File: config.mk
export PLATFORM = sky130hd
export DESIGN_NAME = meas_result_buffer
export DESIGN_NICKNAME = d
export VERILOG_FILES = /design/src/rtl/meas_pkg.sv /design/src/rtl/sync_fifo_fwft.sv /design/src/rtl/meas_result_buffer.sv
export SDC_FILE = /design/constraint.sdc
export NUM_CORES = 2
export LEC_CHECK = 0
export CAP_MARGIN = 20
export CELL_PAD_IN_SITES_DETAIL_PLACEMENT = 1
export CELL_PAD_IN_SITES_GLOBAL_PLACEMENT = 1
export CORE_UTILIZATION = 52
export CTS_CLUSTER_DIAMETER = 30
export CTS_CLUSTER_SIZE = 25
export DETAILED_ROUTE_END_ITERATION = 8
export GPL_TIMING_DRIVEN = 0
export PLACE_DENSITY_LB_ADDON = 0.1
export RECOVER_POWER = 50
export SLEW_MARGIN = 15
export SYNTH_ARGS = -nofsm -noshare
export SYNTH_HDL_FRONTEND = slang
export SYNTH_SLANG_ARGS = --single-unit
File: constraint.sdc
create_clock -name clk -period 18.1 [get_ports clk]
set_input_delay 3.62 -clock clk [delete_from_list [all_inputs] [get_ports clk]]
set_output_delay 3.62 -clock clk [all_outputs]
set_load 0.03 [all_outputs]
File: src/rtl/meas_pkg.sv
// Shared constants and entry layout for the measurement result buffer.
// Entries pack as {data, mask, time} with time in the low bits.
package meas_pkg;

    localparam int DEF_DEPTH = 8;
    localparam int DEF_CNT_W = 16;
    localparam int TIME_OFF  = 0;

    function automatic int entry_w(input int nq, input int tw);
        return 2 * nq + tw;
    endfunction

    function automatic int mask_off(input int tw);
        return tw;
    endfunction

    function automatic int data_off(input int nq, input int tw);
        return tw + nq;
    endfunction

endpackage

File: src/rtl/sync_fifo_fwft.sv
// Generic first-word-fall-through FIFO with synchronous flush.
// Head is presented combinationally; an empty FIFO reads as zero.
module sync_fifo_fwft #(
    parameter int WIDTH = 8,
    parameter int DEPTH = 8,
    localparam int AW = $clog2(DEPTH),
    localparam int LW = AW + 1
) (
    input  logic             clk,
    input  logic             rst,
    input  logic             flush,
    input  logic             push,
    input  logic             pop,
    input  logic [WIDTH-1:0] wdata,
    output logic [WIDTH-1:0] rdata,
    output logic             empty,
    output logic             full,
    output logic [LW-1:0]    level
);

    logic [WIDTH-1:0] mem [DEPTH];
    logic [AW-1:0]    wr_ptr;
    logic [AW-1:0]    rd_ptr;
    logic             do_push;
    logic             do_pop;

    assign empty   = (level == '0);
    assign full    = (level == LW'(DEPTH));
    assign do_pop  = pop && !empty && !flush;
    // A full FIFO still accepts a push when the head leaves this cycle
    assign do_push = push && (!full || do_pop) && !flush;
    assign rdata   = empty ? '0 : mem[rd_ptr];

    // Pointer and occupancy bookkeeping; pointers wrap naturally
    always_ff @(posedge clk or posedge rst) begin
        if (rst) begin
            wr_ptr <= '0;
            rd_ptr <= '0;
            level  <= '0;
        end else if (flush) begin
            wr_ptr <= '0;
            rd_ptr <= '0;
            level  <= '0;
        end else begin
            if (do_push) wr_ptr <= wr_ptr + 1'b1;
            if (do_pop)  rd_ptr <= rd_ptr + 1'b1;
            level <= level + LW'(do_push) - LW'(do_pop);
        end
    end

    // Storage array, written synchronously, no reset
    always_ff @(posedge clk) begin
        if (do_push) mem[wr_ptr] <= wdata;
    end

endmodule

File: src/rtl/meas_result_buffer.sv
// Measurement capture buffer: latest-result register file per qubit
// plus a timestamped FIFO history of measurement events.
module meas_result_buffer
    import meas_pkg::*;
#(
    parameter int NUM_QUBITS = 64,
    parameter int DEPTH      = DEF_DEPTH,
    parameter int TS_W       = 64,
    parameter int QIDX_W     = $clog2(NUM_QUBITS),
    parameter int CNT_W      = DEF_CNT_W
) (
    input  logic                     clk,
    input  logic                     rst,
    input  logic                     clear,
    input  logic                     meas_valid,
    input  logic [NUM_QUBITS-1:0]    i_q_measurement,
    input  logic [NUM_QUBITS-1:0]    meas_mask,
    input  logic [TS_W-1:0]          q_time_reg,
    input  logic                     pop,
    output logic                     rd_valid,
    output logic [NUM_QUBITS-1:0]    rd_data,
    output logic [NUM_QUBITS-1:0]    rd_mask,
    output logic [TS_W-1:0]          rd_time,
    output logic [$clog2(DEPTH):0]   level,
    output logic                     full,
    output logic                     overflow,
    output logic [CNT_W-1:0]         drop_cnt,
    input  logic [QIDX_W-1:0]        meas_rd_addr,
    output logic                     meas_rd_bit,
    output logic                     meas_rd_known
);

    localparam int EW = entry_w(NUM_QUBITS, TS_W);
    localparam int MO = mask_off(TS_W);
    localparam int DO = data_off(NUM_QUBITS, TS_W);

    logic                  accept;
    logic                  drop;
    logic                  fifo_empty;
    logic [EW-1:0]         wr_entry;
    logic [EW-1:0]         rd_entry;
    logic [NUM_QUBITS-1:0] latest;
    logic [NUM_QUBITS-1:0] known;

    // Events with an empty mask carry nothing and are ignored
    assign accept   = meas_valid && (|meas_mask) && !clear;
    // Full implies non-empty, so a pop here always frees a slot
    assign drop     = accept && full && !pop;
    assign wr_entry = {i_q_measurement & meas_mask, meas_mask, q_time_reg};

    sync_fifo_fwft #(
        .WIDTH (EW),
        .DEPTH (DEPTH)
    ) u_fifo (
        .clk   (clk),
        .rst   (rst),
        .flush (clear),
        .push  (accept),
        .pop   (pop),
        .wdata (wr_entry),
        .rdata (rd_entry),
        .empty (fifo_empty),
        .full  (full),
        .level (level)
    );

    assign rd_valid = !fifo_empty;
    assign rd_data  = rd_entry[DO +: NUM_QUBITS];
    assign rd_mask  = rd_entry[MO +: NUM_QUBITS];
    assign rd_time  = rd_entry[TIME_OFF +: TS_W];

    // Latest-result file; updated even when the FIFO drops the event
    always_ff @(posedge clk or posedge rst) begin
        if (rst) begin
            latest <= '0;
            known  <= '0;
        end else if (clear) begin
            known  <= '0;
        end else if (accept) begin
            latest <= (latest & ~meas_mask) | (i_q_measurement & meas_mask);
            known  <= known | meas_mask;
        end
    end

    // Sticky overflow flag and saturating drop counter
    always_ff @(posedge clk or posedge rst) begin
        if (rst) begin
            overflow <= 1'b0;
            drop_cnt <= '0;
        end else if (clear) begin
            overflow <= 1'b0;
            drop_cnt <= '0;
        end else if (drop) begin
            overflow <= 1'b1;
            if (drop_cnt != '1) drop_cnt <= drop_cnt + 1'b1;
        end
    end

    // Latest-result lookup; out-of-range indices read as unknown zero
    always_comb begin
        meas_rd_bit   = 1'b0;
        meas_rd_known = 1'b0;
        if ({1'b0, meas_rd_addr} < (QIDX_W + 1)'(NUM_QUBITS)) begin
            meas_rd_bit   = latest[meas_rd_addr];
            meas_rd_known = known[meas_rd_addr];
        end
    end

endmodule

==> flow_summary.json <==
{
  "start_kind": "primary input",
  "cp_top_family": "buffers and inverters",
  "cts_buffers": 347,
  "crit_arrival_ns": 7.11,
  "fin_area_sq_um": 86200,
  "syn_inst": 3179,
  "ys_types": 45,
  "rsz0062_at_grt": "no",
  "violations": "capacitance limit, slew limit",
  "hold_violations": 0,
  "grt_pass1_wl_mm": 289,
  "yosys.cell_count.top_type": "edfxtp_1",
  "crit_chain": "clkbuf_1 -> clkbuf_1 -> mux4_2 -> a22oi_1 -> a21oi_1 -> a21oi_1 -> a21oi_1 -> clkdlybuf4s50_1",
  "setup_viol": 0,
  "cp-end-kind": "primary output",
  "slew_violations": 158,
  "yosysSeqAreaShare_pct": 75.8,
  "path_max_fanout": 10,
  "cts_sinks": 1691,
  "grt_antenna_before_repair": 44,
  "clkTransAtPathRegs_ns": 0.04,
  "vias": 37200,
  "grt_max_degree": 84,
  "synth_xor_area_share_pct": 0.133,
  "holdWs_ns": 0.492,
  "syn_area_per_cell_sq_um": 20.7,
  "clock_path_buffers": 4,
  "overflow": 0,
  "synth_flop_cell": "edfxtp_1",
  "cts_hold_buf": 0,
  "synth_top_family_by_area": "multiplexers",
  "fin_nets": 4351,
  "cts_setup_buffers": 0,
  "drive_above_1_share_pct": 28.1,
  "finalCritPeriodShare_pct": 59.3,
  "synth-compound-area-share_pct": 0.930,
  "fp.coreArea_sq_um": 126000,
  "max_freq_ghz": 0.0932,
  "drt_iter0_markers": 3655,
  "hp-class": "register to register",
  "status": "finished, violations left",
  "start_util_pct": 52.5,
  "port_buffers": 416,
  "fp-row-count": 130,
  "power_density_nw_per_um2": 165,
  "grt_pass1_vias": 40900,
  "firstDrtPassIters": 5,
  "ioPinCount": 420,
  "path_buf_inv": 3,
  "yosys-top-cells-area": "edfxtp_1 70%, mux4_2 14%, dfrtp_1 5.9%",
  "cpMostUsedCell": "a21oi_1",
  "synth_top_cell_by_area": "edfxtp_1",
  "cts_resized": 0,
  "yosys_warnings": 0,
  "synth_top_area_share_pct": 69.9,
  "ys_ff_latch": 1691,
  "post-route-min-period_ns": 10.73,
  "grt_usage_pct": 32.1,
  "worst-setup-path-type": "primary input to primary output",
  "yosys.area_share.simple_pct": 3.42,
  "gp_congestion": 0.789,
  "slowest_stage": "clkbuf_1",
  "hpwl_mm": 129,
  "clock_latency_ns": 0.93,
  "syn_area_sq_um": 65900,
  "ant_nets": 0,
  "worst_pin_slew_ns": 4.53,
  "syn_to_final_growth_pct": 30.8,
  "ys_top_cells_by_count": "1,536 x edfxtp_1, 416 x mux4_2, 281 x nor2_1",
  "die_w_um": 358,
  "synthMuxAreaShare_pct": 18.3,
  "cpPeakStageDelay_ns": 0.90,
  "drv_cap": 2,
  "die_area_sq_um": 128000,
  "power_leakage_nw": 28.9,
  "syn_nets": 3392,
  "die_h_um": 358,
  "slew-limit-headroom_pct": -202,
  "vias_per_cell": 6.12,
  "finClkSkew_ns": 0.0471,
  "ir_drop_mv": 0.138,
  "setup_tns_ns": 0,
  "totalWireLength_mm": 203,
  "cts_max_level": 5,
  "yosys.area_share.adder_pct": 0.201,
  "cp.required_ns": 14.48,
  "async_flop_share_pct": 9.17,
  "wire_per_inst_um": 33.5,
  "drc": 0,
  "cts-root-buf": "clkbuf_16",
  "placed_area_sq_um": 74700,
  "p_total_mw": 14.2,
  "synth_edf_count": 1536,
  "tritoncts": "yes"
}
[cells in the final DEF (no fill, tap or decap), types with 77 or more instances in the layout]
cell                n
a21oi_1            78
clkbuf_1          129
clkbuf_16         356
clkdlybuf4s50_1   265
dfrtp_1           155
dlygate4sd3_1     151
edfxtp_1         1536
mux2i_1           194
mux4_2            416
nand2_1            77
nor2_1            279
[report_power, final]
part	switching (mW)	leakage [nW]	internal, mW
Combinational	2.05	7.45	1.38
Clock	2.08	5.54	4.21
Sequential	0.0628	15.9	4.43
Total	4.19	28.9	10.0
[state kept, by name (all words and copies together) (netlist names), named ones only]
register	flops
u_fifo.mem	1536
known	64
drop_cnt	16
u_fifo.level	4
u_fifo.rd_ptr	3
u_fifo.wr_ptr	3
overflow	1
[area by class of cell]
type,instances,area [sq um]
timing repair buffer,610,6620
buffer,170,739
sequential,1691,50000
antenna,25,62.6
fill,10100,39500
clock inverter,200,2250
multi-input combinational,1308,15200
clock buffer,410,9250
inverter,10,38.8
tap,1650,2060
[stage by stage]
step                worst slack (ns)  std cells  util, %
floorplan                      -1.25       3179        -
global placement              -19.81       5245     57.4
detailed placement              7.47       5438     59.4
CTS                             7.43       6048     68.6
global route                    7.09       6054     68.5
finish                          7.37       6074     68.6
[layer usage]
layer	track usage [%]	part of all wire, %	vias up
li1	-	-	15000
met1	40.4	37	19800
met2	52.9	50	1881
met3	8.74	8.7	464
met4	13.2	3.7	38
met5	0	0.12	-
[final timing paths]
path                                                 from                          end  slack [ns]  cells after the start
worst max-delay path                      meas_rd_addr[1]                  meas_rd_bit        7.37                      8
worst min-delay path                             register                     register        0.49                      1
worst max register to register  u_fifo.level[3]$_DFF_PP0_  u_fifo.mem[4][49]$_DFFE_PP_       13.36                     16
worst min register to register                   register                     register        0.49                      1
max in group asynchronous                             rst      drop_cnt[2]$_DFFE_PP0P_        8.14                      3
min in group asynchronous                             rst                    async pin        4.38                      2
[worst reg2reg max path: stages, from the launching register on]
cell and delay, ns:
dfrtp_1 0.50, inv_1 0.12, ha_1 0.22, and3_1 0.21, clkbuf_1 0.17, inv_1 0.17
nand2_1 0.21, o21ai_0 0.41, and2_0 0.31, nand2_1 0.25, nor3b_2 0.64, buf_6 0.26
buf_4 0.24, buf_6 0.19, buf_6 0.17, buf_4 0.22, buf_6 0.17
[kinds of logic (layout without fill, tap and decap cells)]
logic type / Yosys count / in the layout
buffers and inverters: 180 / 1400
AO/OA/AOI/OAI: 108 / 108
XOR/XNOR: 10 / 10
multiplexers: 679 / 679
other: 0 / 25
AND/OR/NAND/NOR: 501 / 501
adder cells (fa/ha/maj): 10 / 10
flip-flops: 1691 / 1691
Note: power is estimated with default switching activity, not from simulation.
